==> src/rtl/mem_access_unit.sv <==
`default_nettype none
// ============================================================================
// Module   : mem_access_unit
// Brief    : MIPS-32 MEM-stage bridge to a word-wide synchronous data RAM.
//            Byte-addressed loads/stores, big-endian lanes, RMW sub-word
//            stores, optional misalignment trap (macro MEM_ALIGN_TRAP_EN).
// Revision : 1.0 - initial release
// ============================================================================
module mem_access_unit #(
    parameter int DATA_WIDTH = 32,
    parameter int ADDR_WIDTH = 5
) (
    input  logic                    clk,
    input  logic                    rst,
    input  logic                    req_valid,
    output logic                    req_ready,
    input  logic [2:0]              req_op,
    input  logic [ADDR_WIDTH+1:0]   req_addr,
    input  logic [DATA_WIDTH-1:0]   req_wdata,
    output logic [DATA_WIDTH-1:0]   rdata,
    output logic                    rdata_valid,
    output logic                    misaligned,
    output logic [ADDR_WIDTH-1:0]   ram_addr,
    output logic [DATA_WIDTH-1:0]   ram_data,
    output logic                    ram_we,
    output logic                    ram_mr,
    input  logic [DATA_WIDTH-1:0]   ram_q
);

    localparam logic [2:0] c_op_lw  = 3'd0;
    localparam logic [2:0] c_op_lh  = 3'd1;
    localparam logic [2:0] c_op_lhu = 3'd2;
    localparam logic [2:0] c_op_lb  = 3'd3;
    localparam logic [2:0] c_op_lbu = 3'd4;
    localparam logic [2:0] c_op_sw  = 3'd5;
    localparam logic [2:0] c_op_sh  = 3'd6;
    localparam logic [2:0] c_op_sb  = 3'd7;

    typedef enum logic [2:0] {
        S_IDLE = 3'd0,
        S_RD   = 3'd1,
        S_RESP = 3'd2,
        S_WR   = 3'd3
`ifdef MEM_ALIGN_TRAP_EN
        , S_ERR  = 3'd4
`endif
    } state_t;

    state_t                   state_q;
    logic [2:0]               op_q;
    logic [ADDR_WIDTH+1:0]    addr_q;
    logic [DATA_WIDTH-1:0]    wdata_q;
    logic [DATA_WIDTH-1:0]    rdata_q;
    logic                     rdata_valid_q;
    logic [DATA_WIDTH-1:0]    ram_data_q;

    logic [ADDR_WIDTH+1:0]    w_addr_eff;
    logic [DATA_WIDTH-1:0]    w_load;
    logic [DATA_WIDTH-1:0]    w_merge;

    // Big-endian lane select with sign/zero extension.
    function automatic logic [31:0] f_load(input logic [2:0] op, input logic [1:0] off,
                                           input logic [31:0] w);
        logic [7:0]  b;
        logic [15:0] h;
        logic [31:0] r;
        case (off)
            2'd0:    b = w[31:24];
            2'd1:    b = w[23:16];
            2'd2:    b = w[15:8];
            default: b = w[7:0];
        endcase
        h = off[1] ? w[15:0] : w[31:16];
        case (op)
            c_op_lh:  r = {{16{h[15]}}, h};
            c_op_lhu: r = {16'h0000, h};
            c_op_lb:  r = {{24{b[7]}}, b};
            c_op_lbu: r = {24'h000000, b};
            default:  r = w;
        endcase
        return r;
    endfunction

    function automatic logic [31:0] f_merge(input logic [2:0] op, input logic [1:0] off,
                                            input logic [31:0] w, input logic [31:0] wd);
        logic [31:0] m;
        m = w;
        if (op == c_op_sh) begin
            if (off[1]) m[15:0]  = wd[15:0];
            else        m[31:16] = wd[15:0];
        end else begin
            case (off)
                2'd0:    m[31:24] = wd[7:0];
                2'd1:    m[23:16] = wd[7:0];
                2'd2:    m[15:8]  = wd[7:0];
                default: m[7:0]   = wd[7:0];
            endcase
        end
        return m;
    endfunction

    always_comb begin
        w_addr_eff = req_addr;
`ifndef MEM_ALIGN_TRAP_EN
        // Without the trap, low bits are silently dropped so the access lands on a legal boundary.
        if (req_op == c_op_lw || req_op == c_op_sw) begin
            w_addr_eff[1:0] = 2'b00;
        end else if (req_op == c_op_lh || req_op == c_op_lhu || req_op == c_op_sh) begin
            w_addr_eff[0] = 1'b0;
        end
`endif
    end

`ifdef MEM_ALIGN_TRAP_EN
    logic w_misaligned;
    always_comb begin
        w_misaligned = 1'b0;
        if (req_op == c_op_lw || req_op == c_op_sw) begin
            w_misaligned = (req_addr[1:0] != 2'b00);
        end else if (req_op == c_op_lh || req_op == c_op_lhu || req_op == c_op_sh) begin
            w_misaligned = req_addr[0];
        end
    end
`endif

    assign w_load  = f_load(op_q, addr_q[1:0], ram_q);
    assign w_merge = f_merge(op_q, addr_q[1:0], ram_q, wdata_q);

    always_ff @(posedge clk or posedge rst) begin
        if (rst) begin
            state_q       <= S_IDLE;
            op_q          <= 3'd0;
            addr_q        <= '0;
            wdata_q       <= '0;
            rdata_q       <= '0;
            rdata_valid_q <= 1'b0;
            ram_data_q    <= '0;
        end else begin
            rdata_valid_q <= 1'b0;
            case (state_q)
                S_IDLE: begin
                    if (req_valid) begin
                        op_q    <= req_op;
                        addr_q  <= w_addr_eff;
                        wdata_q <= req_wdata;
`ifdef MEM_ALIGN_TRAP_EN
                        if (w_misaligned) begin
                            state_q <= S_ERR;
                        end else
`endif
                        if (req_op == c_op_sw) begin
                            ram_data_q <= req_wdata;
                            state_q    <= S_WR;
                        end else begin
                            state_q <= S_RD;
                        end
                    end
                end
                S_RD: begin
                    state_q <= S_RESP;
                end
                S_RESP: begin
                    if (op_q == c_op_sh || op_q == c_op_sb) begin
                        ram_data_q <= w_merge;
                        state_q    <= S_WR;
                    end else begin
                        rdata_q       <= w_load;
                        rdata_valid_q <= 1'b1;
                        state_q       <= S_IDLE;
                    end
                end
                S_WR: begin
                    state_q <= S_IDLE;
                end
`ifdef MEM_ALIGN_TRAP_EN
                S_ERR: begin
                    state_q <= S_IDLE;
                end
`endif
                default: begin
                    state_q <= S_IDLE;
                end
            endcase
        end
    end

    // Strobes are pure state decodes so an asynchronous reset kills a pending write at once.
    assign req_ready   = (state_q == S_IDLE);
    assign ram_we      = (state_q == S_WR);
    assign ram_mr      = (state_q == S_RD);
    assign ram_addr    = addr_q[ADDR_WIDTH+1:2];
    assign ram_data    = ram_data_q;
    assign rdata       = rdata_q;
    assign rdata_valid = rdata_valid_q;
`ifdef MEM_ALIGN_TRAP_EN
    assign misaligned  = (state_q == S_ERR);
`else
    assign misaligned  = 1'b0;
`endif

endmodule
`default_nettype wire

==> config.mk <==
export PLATFORM = sky130hd
export DESIGN_NAME = mem_access_unit
export DESIGN_NICKNAME = d
export VERILOG_FILES = /design/src/rtl/mem_access_unit.sv
export SDC_FILE = /design/constraint.sdc
export NUM_CORES = 1
export LEC_CHECK = 0
export CORE_ASPECT_RATIO = 1.75
export CORE_UTILIZATION = 45
export CTS_BUF_LIST = sky130_fd_sc_hd__clkbuf_4
export CTS_CLUSTER_SIZE = 25
export DETAILED_ROUTE_END_ITERATION = 12
export MAX_ROUTING_LAYER = met4
export PLACE_DENSITY = 0.77
export SLEW_MARGIN = 20
export SYNTH_ARGS = -nofsm -noshare
export SYNTH_HDL_FRONTEND = slang
export SYNTH_SLANG_ARGS = --single-unit
==> constraint.sdc <==
create_clock -name clk -period 7.3 [get_ports clk]
set_input_delay 0.73 -clock clk [delete_from_list [all_inputs] [get_ports clk]]
set_output_delay 0.73 -clock clk [all_outputs]
set_load 0.005 [all_outputs]
* Yosys cells after proc, flatten, opt, wreduce, memory -nomap -nowiden
Cells that the tools add are included.
** Word-level totals
- Bits of input ports :: 77
- Bits in registers :: 94
- Output and inout bits :: 74
- Logic and storage cells :: 61
** Operators by class
- Reduce and logical (&&, ||, !) cells :: 12
- Equal/unequal tests :: 18
- Muxes and demuxes :: 23
- Bitwise operators :: 1
** Operators by type and width (number)
- $mux W32 :: 4
- $pmux W32 S4 :: 1
- $pmux W32 S2 :: 1
- $mux W16 :: 3
- $mux W8 :: 4
- $pmux W8 S3 :: 1
- $eq A3 B2 Y1 const B :: 5
- $eq A3 B3 Y1 const B :: 5
- $eq A3 B1 Y1 const B :: 3
- $pmux W3 S3 :: 1
- $logic_not A3 Y1 :: 2
- $mux W1 :: 5
- $logic_or A1 B1 Y1 :: 4
- $mux W2 :: 2
- $ne A2 B2 Y1 const B :: 2
- $reduce_and A2 Y1 :: 2
- $reduce_and A4 Y1 :: 1
- $mux W3 :: 1
- $reduce_or A3 Y1 :: 1
- $eq A2 B1 Y1 const B :: 1
- $eq A2 B2 Y1 const B :: 1
- $logic_not A2 Y1 :: 1
- $ne A2 B1 Y1 const B :: 1
- $reduce_bool A2 Y1 :: 1
- $not A1 Y1 :: 1

* Longest topological paths before layout
Gate-level depths: netlist (run 1).
- Depth after elaboration :: 6
- Gate-level depth with buffers :: 8
- Depth with buffers taken out :: 5

* Least setup slack after synthesis (run 1)
No wires, ideal clock.
- Path type :: input to register
- From :: in req_valid
- To :: reg ram_data_q[0], in the netlist ram_data[0]
- Arrival :: 1.749 ns
- Slack :: 5.465 ns
- Data required time :: 7.213 ns
- Buffers on the path :: 1
- Setup time :: 0.087 ns
- Cell stages on the path :: 5
- Cell sequence :: nor3b_1 > o2bb2ai_1 > clkbuf_1 > nand3_1 > o211ai_1
** On the way
- Longest elaborated chain between the ends :: 2
** RTL lines
- start, declared :: RTL line 15 : input logic req_valid,
- $ne A2 B2 Y1 (no line)
- $reduce_and A4 Y1 (no line)
- end signal, assigned :: RTL line 152 : ram_data_q <= req_wdata;
- end signal, assigned :: RTL line 164 : ram_data_q <= w_merge;
- end, declared :: RTL line 55 : logic [DATA_WIDTH-1:0] ram_data_q;
No other way between the ends.
A chain may end at the register's enable or synchronous reset.

* Final worst setup path (run 1)
- From :: in req_valid
- To :: reg ram_data_q[14], in the netlist ram_data[14]
The elaborated chain is that of the path after synthesis.

==> results.cfg, run 1 <==
[setup_path]
start_kind = input pin
reg2reg_from = op_q[2]
cp-startpoint = req_valid
cp_max_fo = 21
end_kind = flip-flop
critical_path_class = input pin to flip-flop
r2r_slack_ps = 4820
required_ps = 7670
worstPathArrival_ps = 3040

[die]
die_w_um = 81.1
start_util_pct = 46.0
fp-row-count = 50
dieHeight_um = 140
boundaryPins = 151
die_area_um2 = 11400
core-area_um2 = 10700

[clock_tree]
holdBufCountCts = 0
root_buffer = clkbuf_4
cts_tree = built
post-cts-setup-buffer-count = 0
insertion_delay_ps = 450
cts_resized = 0
cts.sinks = 93
cts_made_buffers = 9
h-tree-depth = 3
cts.clk_slew.worst_paths_ps = 140
cts_buffer_depth = 2

[placed_design]
place_ws_ps = 4140
dp.cells = 754
place_hpwl_mm = 11.5
gp_congestion = 0.969
port_buffers = 149
dpl_cell_area_um2 = 6370

[job]
max_cap_viol_count = 0

[layout]
drive_gt1_share_pct = 7.19
layout_commonest_cell = clkdlybuf4s50_1
final_cell_mix = 149 x clkdlybuf4s50_1, 95 x nand2_1, 93 x dfrtp_1
fin_area_um2 = 6560
final_util_pct = 61.3
fin_nets = 712
stdcell_count = 771
fill_cells = 887
areaGrowthSynthToFinish_pct = 33.2

[sta]
hold_viol_final = 0
max_freq_mhz = 374
min_period_over_period_pct = 36.7
drv_slew = 0
clock_skew_ps = 21.0
worst_pin_slew_ps = 1030
fin_tns_setup_ps = 0
hold_slack_ps = 493
setup_viol = 0
rsz0062_at_grt = no
max_slew_margin_pct = 31.0
period_minus_slack_ps = 2680
setup_ws_ps = 4620

[route]
first_pass_iters = 6
drt_iter0_markers = 520
ant_nets = 0
vias = 4710
wl_mm = 15.5
routedWlPerCell_um = 20.1
viasPerCell = 6.11
route.detailed.drc = 0

[synth]
ys_async_sr_fraction_pct = 100
synthFlopType = dfrtp_1
ys_warn_count = 0
synth_seq_cells = 93
synth_edf_count = 0
syn_area_per_cell_um2 = 9.54
synth_cell_type_count = 46
syn_inst = 516
ys_seq_area_share_pct = 47.3
syn_nets = 593
syn_area_um2 = 4920

[grt]
first_global_vias = 4548
antenna_found_initial = 1
grt_max_degree = 56
grt_usage_pct = 28.9
grt_pass1_wl_mm = 24.1
grt_overflow = 0

[hold_path]
hold_class = flip-flop to flip-flop
hp-start = wdata_q[14]

[run_status]
outcome = completed

[power_and_ir_drop]
power_density_nw_per_um2 = 409
p_total_mw = 2.69
ir_worst_vdd_uv = 173
p_leak_nw = 2.80
==> cell usage after synthesis, drive strengths merged (10+ instances only) <==
cell type	instances	area share (%)
a211o	10	1.8
a21oi	51	5.2
a221o	24	4.9
buf	32	4.2
clkbuf	15	1.1
dfrtp	93	47
inv	12	0.97
mux2i	27	5.5
nand2	95	7.2
nand3	23	2.3
nor2	36	2.7
nor3	10	1.2
o211ai	17	2.6
==> power breakdown <==
part,total (mW),internal [mW],switching (mW)
Clock,0.348,0.172,0.176
Combinational,1.34,0.712,0.632
Sequential,0.994,0.755,0.238
==> cell type report <==
class	instances	area [µm²]	share of cell area, %
diodes	1	2.50	0.0382
clock buffers	9	67.6	1.03
clock inverters	7	114	1.74
inverters	12	48.8	0.744
multi-input cells	364	2300	35.1
flip-flops and latches	93	2330	35.5
well taps	130	163	2.48
repair buffers	155	1540	23.4
==> worst max-delay path, stage by stage <==
cell and delay [ps]:
clkdlybuf4s50_1 500, nor3b_2 510, buf_4 350, o2bb2ai_2 400
buf_4 340, nor2_1 70, a21oi_1 130
==> worst paths after layout <==
| check | to | cells past startpoint |
|---|---|---|
| worst max-delay path | ram_data[14] | 7 |
| worst min-delay path | wdata_q[14] | 2 |
| max in group asynchronous | ram_data[15] | 3 |
| min in group asynchronous | wdata_q[4] | 2 |
| worst min register to register | wdata_q[14] | 2 |
| worst max register to register | ram_data[29] | 5 |
==> sequential cells by signal, summed over array words and instances (netlist names) <==
signal	cells
rdata_valid	1
wdata_q	16
ram_data	32
rdata	32
addr_q	7
op_q	3
state_q	2
==> cells by family (layout without fill, tap and decap cells) <==
| kind of cell | after synthesis | in the layout | share of synthesized area, % |
|---|---|---|---|
| AO/OA/AOI/OAI | 131 | 131 | 19.2 |
| XOR/XNOR | 3 | 3 | 0.534 |
| buffers and inverters | 59 | 183 | 6.28 |
| flip-flops | 93 | 93 | 47.3 |
| multiplexers | 34 | 34 | 8.69 |
| other | 1 | 2 | 0.0761 |
| AND/OR/NAND/NOR | 195 | 195 | 18.0 |
==> routing by layer <==
| metal | track usage, % | wire length (µm) | vias up |
|---|---|---|---|
| met1 | 34.4 | 5700 | 2277 |
| met4 | 16.3 | 890 | 0 |
| met5 | - | 0 | - |
| met2 | 46.4 | 7970 | 277 |
| li1 | - | - | 2086 |
| met3 | 3.52 | 967 | 70 |
No activity file was read; power rests on OpenSTA's default activity.
==> inputs of run 2 (changes only) <==
--- a/config.mk
+++ b/config.mk
@@ -6,12 +6,12 @@
 export NUM_CORES = 1
 export LEC_CHECK = 0
 export CORE_ASPECT_RATIO = 1.75
-export CORE_UTILIZATION = 45
+export CORE_UTILIZATION = 44
 export CTS_BUF_LIST = sky130_fd_sc_hd__clkbuf_4
 export CTS_CLUSTER_SIZE = 25
 export DETAILED_ROUTE_END_ITERATION = 12
 export MAX_ROUTING_LAYER = met4
-export PLACE_DENSITY = 0.77
+export PLACE_DENSITY = 0.79
 export SLEW_MARGIN = 20
 export SYNTH_ARGS = -nofsm -noshare
 export SYNTH_HDL_FRONTEND = slang
==> constraint.sdc (replaced) <==
create_clock -name clk -period 2.2 [get_ports clk]
set_input_delay 0.22 -clock clk [delete_from_list [all_inputs] [get_ports clk]]
set_output_delay 0.22 -clock clk [all_outputs]
set_load 0.005 [all_outputs]
==> run 2 against run 1 <==
Cell count increased by 2.5%. Sequential power grew to 3.2 times the previous value. Count of clock-buffer cells in the layout up 2. Cell area rose by 2.1%. Worst hold slack got worse by 310 ps. Power grew to 3.3 times the previous value.
==> results.cfg, run 2 (synthesized netlist as in run 1, its figures left out) <==
[setup_path]
cp-startpoint = addr_q[1]
ff2ff_path_depth = 4
end_kind = flip-flop
endpoint = rdata[9]
cp_max_fo = 16
critical_path_class = flip-flop to flip-flop
worstPathArrival_ps = 2330
reg2reg_to = rdata[9]
required_ps = 2540
r2r_slack_ps = 220
start_kind = flip-flop
reg2reg_from = addr_q[1]

[sta]
hold_slack_ps = 180
max_slew_margin_pct = 33.1
clock_skew_ps = 21.9
min_period_over_period_pct = 90.2
fin_tns_setup_ps = 0
period_minus_slack_ps = 1980
rsz0062_at_grt = no
hold_viol_final = 0
setup_viol = 0
drv_slew = 0
max_freq_mhz = 504
worst_pin_slew_ps = 998

[power_and_ir_drop]
power_frac_seq_pct = 35.4
p_leak_nw = 2.89
power_density_nw_per_um2 = 1330
ir_worst_vdd_uv = 654
p_total_mw = 8.92
swShare_pct = 39.1
pwr-share-clk_pct = 10.1
comb_power_share_pct = 54.5
power.switching_mw = 3.49
intPower_mw = 5.43

[grt]
grt_max_degree = 94
antenna_found_initial = 1
grt_usage_pct = 28.9
grt_overflow = 0
first_global_vias = 4620
grt_pass1_wl_mm = 24.3

[die]
die_area_um2 = 11600
core-area_um2 = 10800
fp-row-count = 50
start_util_pct = 45.5
dieHeight_um = 142
die_w_um = 82.0
boundaryPins = 151

[clock_tree]
cts_made_buffers = 9
cts_resized = 0
post-cts-setup-buffer-count = 0
cts_buffer_depth = 2
insertion_delay_ps = 450
root_buffer = clkbuf_4
holdBufCountCts = 0
cts_tree = built
cts.clk_slew.worst_paths_ps = 150
cts.sinks = 93
h-tree-depth = 3

[route]
wl_mm = 15.8
vias = 4674
ant_nets = 0
viasPerCell = 5.92
dr_wl_met2_mm = 8.30
top_layer_used = met4
route.detailed.drc = 0
wl_met1_mm = 5.94
wl_met3_um = 803
drt_iter0_markers = 332
routedWlPerCell_um = 20.0
first_pass_iters = 5

[placed_design]
gp_congestion = 0.905
place_hpwl_mm = 11.9
dp.cells = 775
port_buffers = 149

[layout]
fill_cells = 905
layout_commonest_cell = clkdlybuf4s50_1
drive_gt1_share_pct = 9.86
fin_nets = 733
stdcell_count = 790
multi_input_comb_area_um2 = 2300
final_cell_mix = 149 x clkdlybuf4s50_1, 95 x nand2_1, 93 x dfrtp_1
regArea_um2 = 2330
areaGrowthSynthToFinish_pct = 36.0

[job]
max_cap_viol_count = 0

[hold_path]
hold_class = input pin to asynchronous set/reset pin

[run_status]
outcome = completed
[run 2: cell count changes in the layout (fill, tap and decap cells not counted), sizes merged]
| cell | previous run | this run |
|---|---|---|
| bufinv | 3 | 1 |
| clkbuf | 9 | 11 |
| clkinvlp | 2 | 1 |
| buf | 6 | 27 |
| clkinv | 3 | 2 |
[run 2: layout make-up]
cell class                      instances  area share [%]
Antenna cell                            1          0.0374
Clock buffer                           11            1.23
Clock inverter                          3           0.579
Inverter                               12           0.766
Multi-Input combinational cell        364            34.3
Sequential cell                        93            34.8
Tap cell                              130            2.43
Timing Repair Buffer                  176            25.9
[run 2: worst max-delay path, stage by stage, from the launching register on]
cell and delay, ps:
dfrtp_1 620, buf_4 300, a211o_1 440, a32oi_1 410
a21oi_1 120
[run 2: power groups by stage]
stage	clock [mW]	combinational, mW	sequential [mW]
after floorplan	0	2.76	3.01
after global placement	0	4.75	3.16
after detailed placement	0	4.85	3.18
after CTS	0.912	4.87	3.15
after global routing	0.990	5.28	3.23
final	0.904	4.86	3.15
[run 2: metal layers]
| layer | track usage, % | up-vias |
|---|---|---|
| met1 | 32.8 | 2277 |
| met5 | - | - |
| li1 | - | 2114 |
| met2 | 48.3 | 226 |
| met4 | 15.8 | 0 |
| met3 | 3.53 | 57 |
[run 2: worst min path at each step]
stage | slack [ps] | start | endpoint | cells after the start
6_report | 180 | rst | ram_data[16] | 3
4_1_cts | 250 | rst | ram_data[17] | 3
2_1_floorplan | 330 | req_addr[2] | addr_q[2] | 2
3_3_place_gp | 460 | addr_q[3] | addr_q[3] | 2
5_1_grt | 260 | rst | ram_data[16] | 3
3_5_place_dp | 460 | addr_q[4] | addr_q[4] | 2
[run 2: through the flow]
step / instance area, µm² / worst slack (ps) / utilization (%)
2_1_floorplan: 4930 / 595 / -
3_3_place_gp: 6570 / 305 / 60.7
3_5_place_dp: 6570 / 265 / 60.7
4_1_cts: 6690 / 264 / 61.8
5_1_grt: 6700 / 179 / 61.9
6_report: 6700 / 216 / 61.9
==> inputs of run 3 (changes only) <==
--- a/config.mk
+++ b/config.mk
@@ -6,6 +6,7 @@
 export NUM_CORES = 1
 export LEC_CHECK = 0
 export CORE_ASPECT_RATIO = 1.75
+export CORE_MARGIN = 3
 export CORE_UTILIZATION = 44
 export CTS_BUF_LIST = sky130_fd_sc_hd__clkbuf_4
 export CTS_CLUSTER_SIZE = 25
==> run 3 against run 2 <==
Non-clock buffer count down 3. Die area up 7.8%. Cell count down 0.13%.
==> results.cfg, run 3 (synthesized netlist as in run 1, its figures left out) <==
[placed_design]
port_buffers = 149
place_hpwl_mm = 12.2
gp_congestion = 0.972
dpl_cell_area_um2 = 6530

[layout]
layout_commonest_cell = clkdlybuf4s50_1
drive_gt1_share_pct = 10.0
fin_nets = 730
fin_area_um2 = 6650
final_cell_mix = 149 x clkdlybuf4s50_1, 95 x nand2_1, 93 x dfrtp_1
areaGrowthSynthToFinish_pct = 35.1

[power_and_ir_drop]
ir_worst_vdd_uv = 736
power_density_nw_per_um2 = 1320
p_leak_nw = 2.87

[clock_tree]
cts.clk_slew.worst_paths_ps = 160
cts_tree = built
h-tree-depth = 3
root_buffer = clkbuf_4
insertion_delay_ps = 470
cts_buffer_depth = 2
cts.sinks = 93
cts_made_buffers = 9

[sta]
hold_viol_final = 0
clock_skew_ps = 20.5
period_minus_slack_ps = 2030
worst_pin_slew_ps = 819
fin_tns_setup_ps = 0
setup_viol = 0
min_period_over_period_pct = 92.3
max_freq_mhz = 492
max_slew_margin_pct = 45.1
rsz0062_at_grt = no
drv_slew = 0

[die]
dieHeight_um = 146
boundaryPins = 151
core-area_um2 = 10800
fp-row-count = 50
die_area_um2 = 12500
die_w_um = 86.0
start_util_pct = 45.5

[setup_path]
reg2reg_from = addr_q[1]
worstPathArrival_ps = 2390
r2r_slack_ps = 170
path_buf_inv = 0
cp_top_family = flip-flops
required_ps = 2560
ff2ff_path_depth = 4
start_kind = flip-flop
slowest_delay_ps = 830
cp_max_fo = 20
critPathSlowestCell = dfrtp_1
critical_path.cell_chain = mux2i_1 > a211oi_1 > o211a_4 > a221o_1
end_kind = flip-flop
critical_path_class = flip-flop to flip-flop
reg2reg_to = rdata[17]

[grt]
grt_busiest_layer = met2
first_global_vias = 4833
use_met3_pct = 3.57
grt_usage_pct = 27.2
grt_pass1_wl_mm = 25.9
use_met2_pct = 46.7
grt_overflow = 0
grt_max_degree = 94
antenna_found_initial = 1
met1_usage_pct = 30.7

[route]
wl_mm = 16.1
drt_iter0_markers = 349
routedWlPerCell_um = 20.4
first_pass_iters = 5
vias = 4682
ant_nets = 0
viasPerCell = 5.93
route.detailed.drc = 0

[job]
max_cap_viol_count = 0

[hold_path]
hold_class = input pin to asynchronous set/reset pin

[run_status]
outcome = completed
## run 3: changes by cell type in the layout (fill, tap and decap cells not counted), sizes merged
cell and delta:
buf -3, bufinv -1, clkbuf -2, clkinv +2, clkinvlp +2, inv +1
## run 3: per-stage QoR
| stage | power [mW] | hold slack [ps] | std cells | util (%) | setup WS [ps] |
|---|---|---|---|---|---|
| global route | 9.39 | 253 | 789 | 61.5 | 61.7 |
| finish | 8.78 | 186 | 789 | 61.5 | 168 |
| global placement | 7.82 | 459 | 772 | 60.3 | 129 |
| floorplan | 5.77 | 325 | 516 | - | 595 |
| detailed placement | 7.95 | 462 | 772 | 60.3 | 57.8 |
| CTS | 8.80 | 219 | 788 | 61.4 | 113 |
## run 3: cell type report
class                      count  area [µm²]
timing repair buffer         173        1680
clock buffer                   9        67.6
antenna                        1        2.50
fill                         897        4170
multi-input combinational    364        2310
inverter                      12        51.3
tap                          130         163
clock inverter                 7        51.3
sequential                    93        2330
## run 3: worst reg2reg max path, cell delays in order (launching register included)
cell	delay, ps
dfrtp_1	830
mux2i_1	390
a211oi_1	110
o211a_4	320
a221o_1	290
## run 3: worst max-delay path by stage
stage,start,slack (ps),cells after the start,endpoint
after floorplan,state_q[0],590,6,rdata[16]
after global placement,req_valid,130,6,ram_data[7]
after detailed placement,req_valid,60,6,ram_data[17]
after CTS,op_q[2],110,4,ram_data[25]
after global routing,op_q[1],60,5,rdata[7]
final,addr_q[1],170,4,rdata[17]
## run 3: power breakdown
group	switching [mW]	internal, mW	total [mW]
logic	2.27	2.49	4.76
registers	0.659	2.51	3.17
clock network	0.615	0.236	0.851
## run 3: per-layer routing
layer,part of all wire [%],vias to the layer above
met5,0,-
li1,-,2118
met1,36,2292
met2,54,214
met3,5.5,58
met4,4.4,0
## run 3: what timing repair did
action	in CTS	in global routing
setup endpoints to repair	0	3
buffers inserted	0	0
hold buffers	0	0
gates resized for setup	0	1
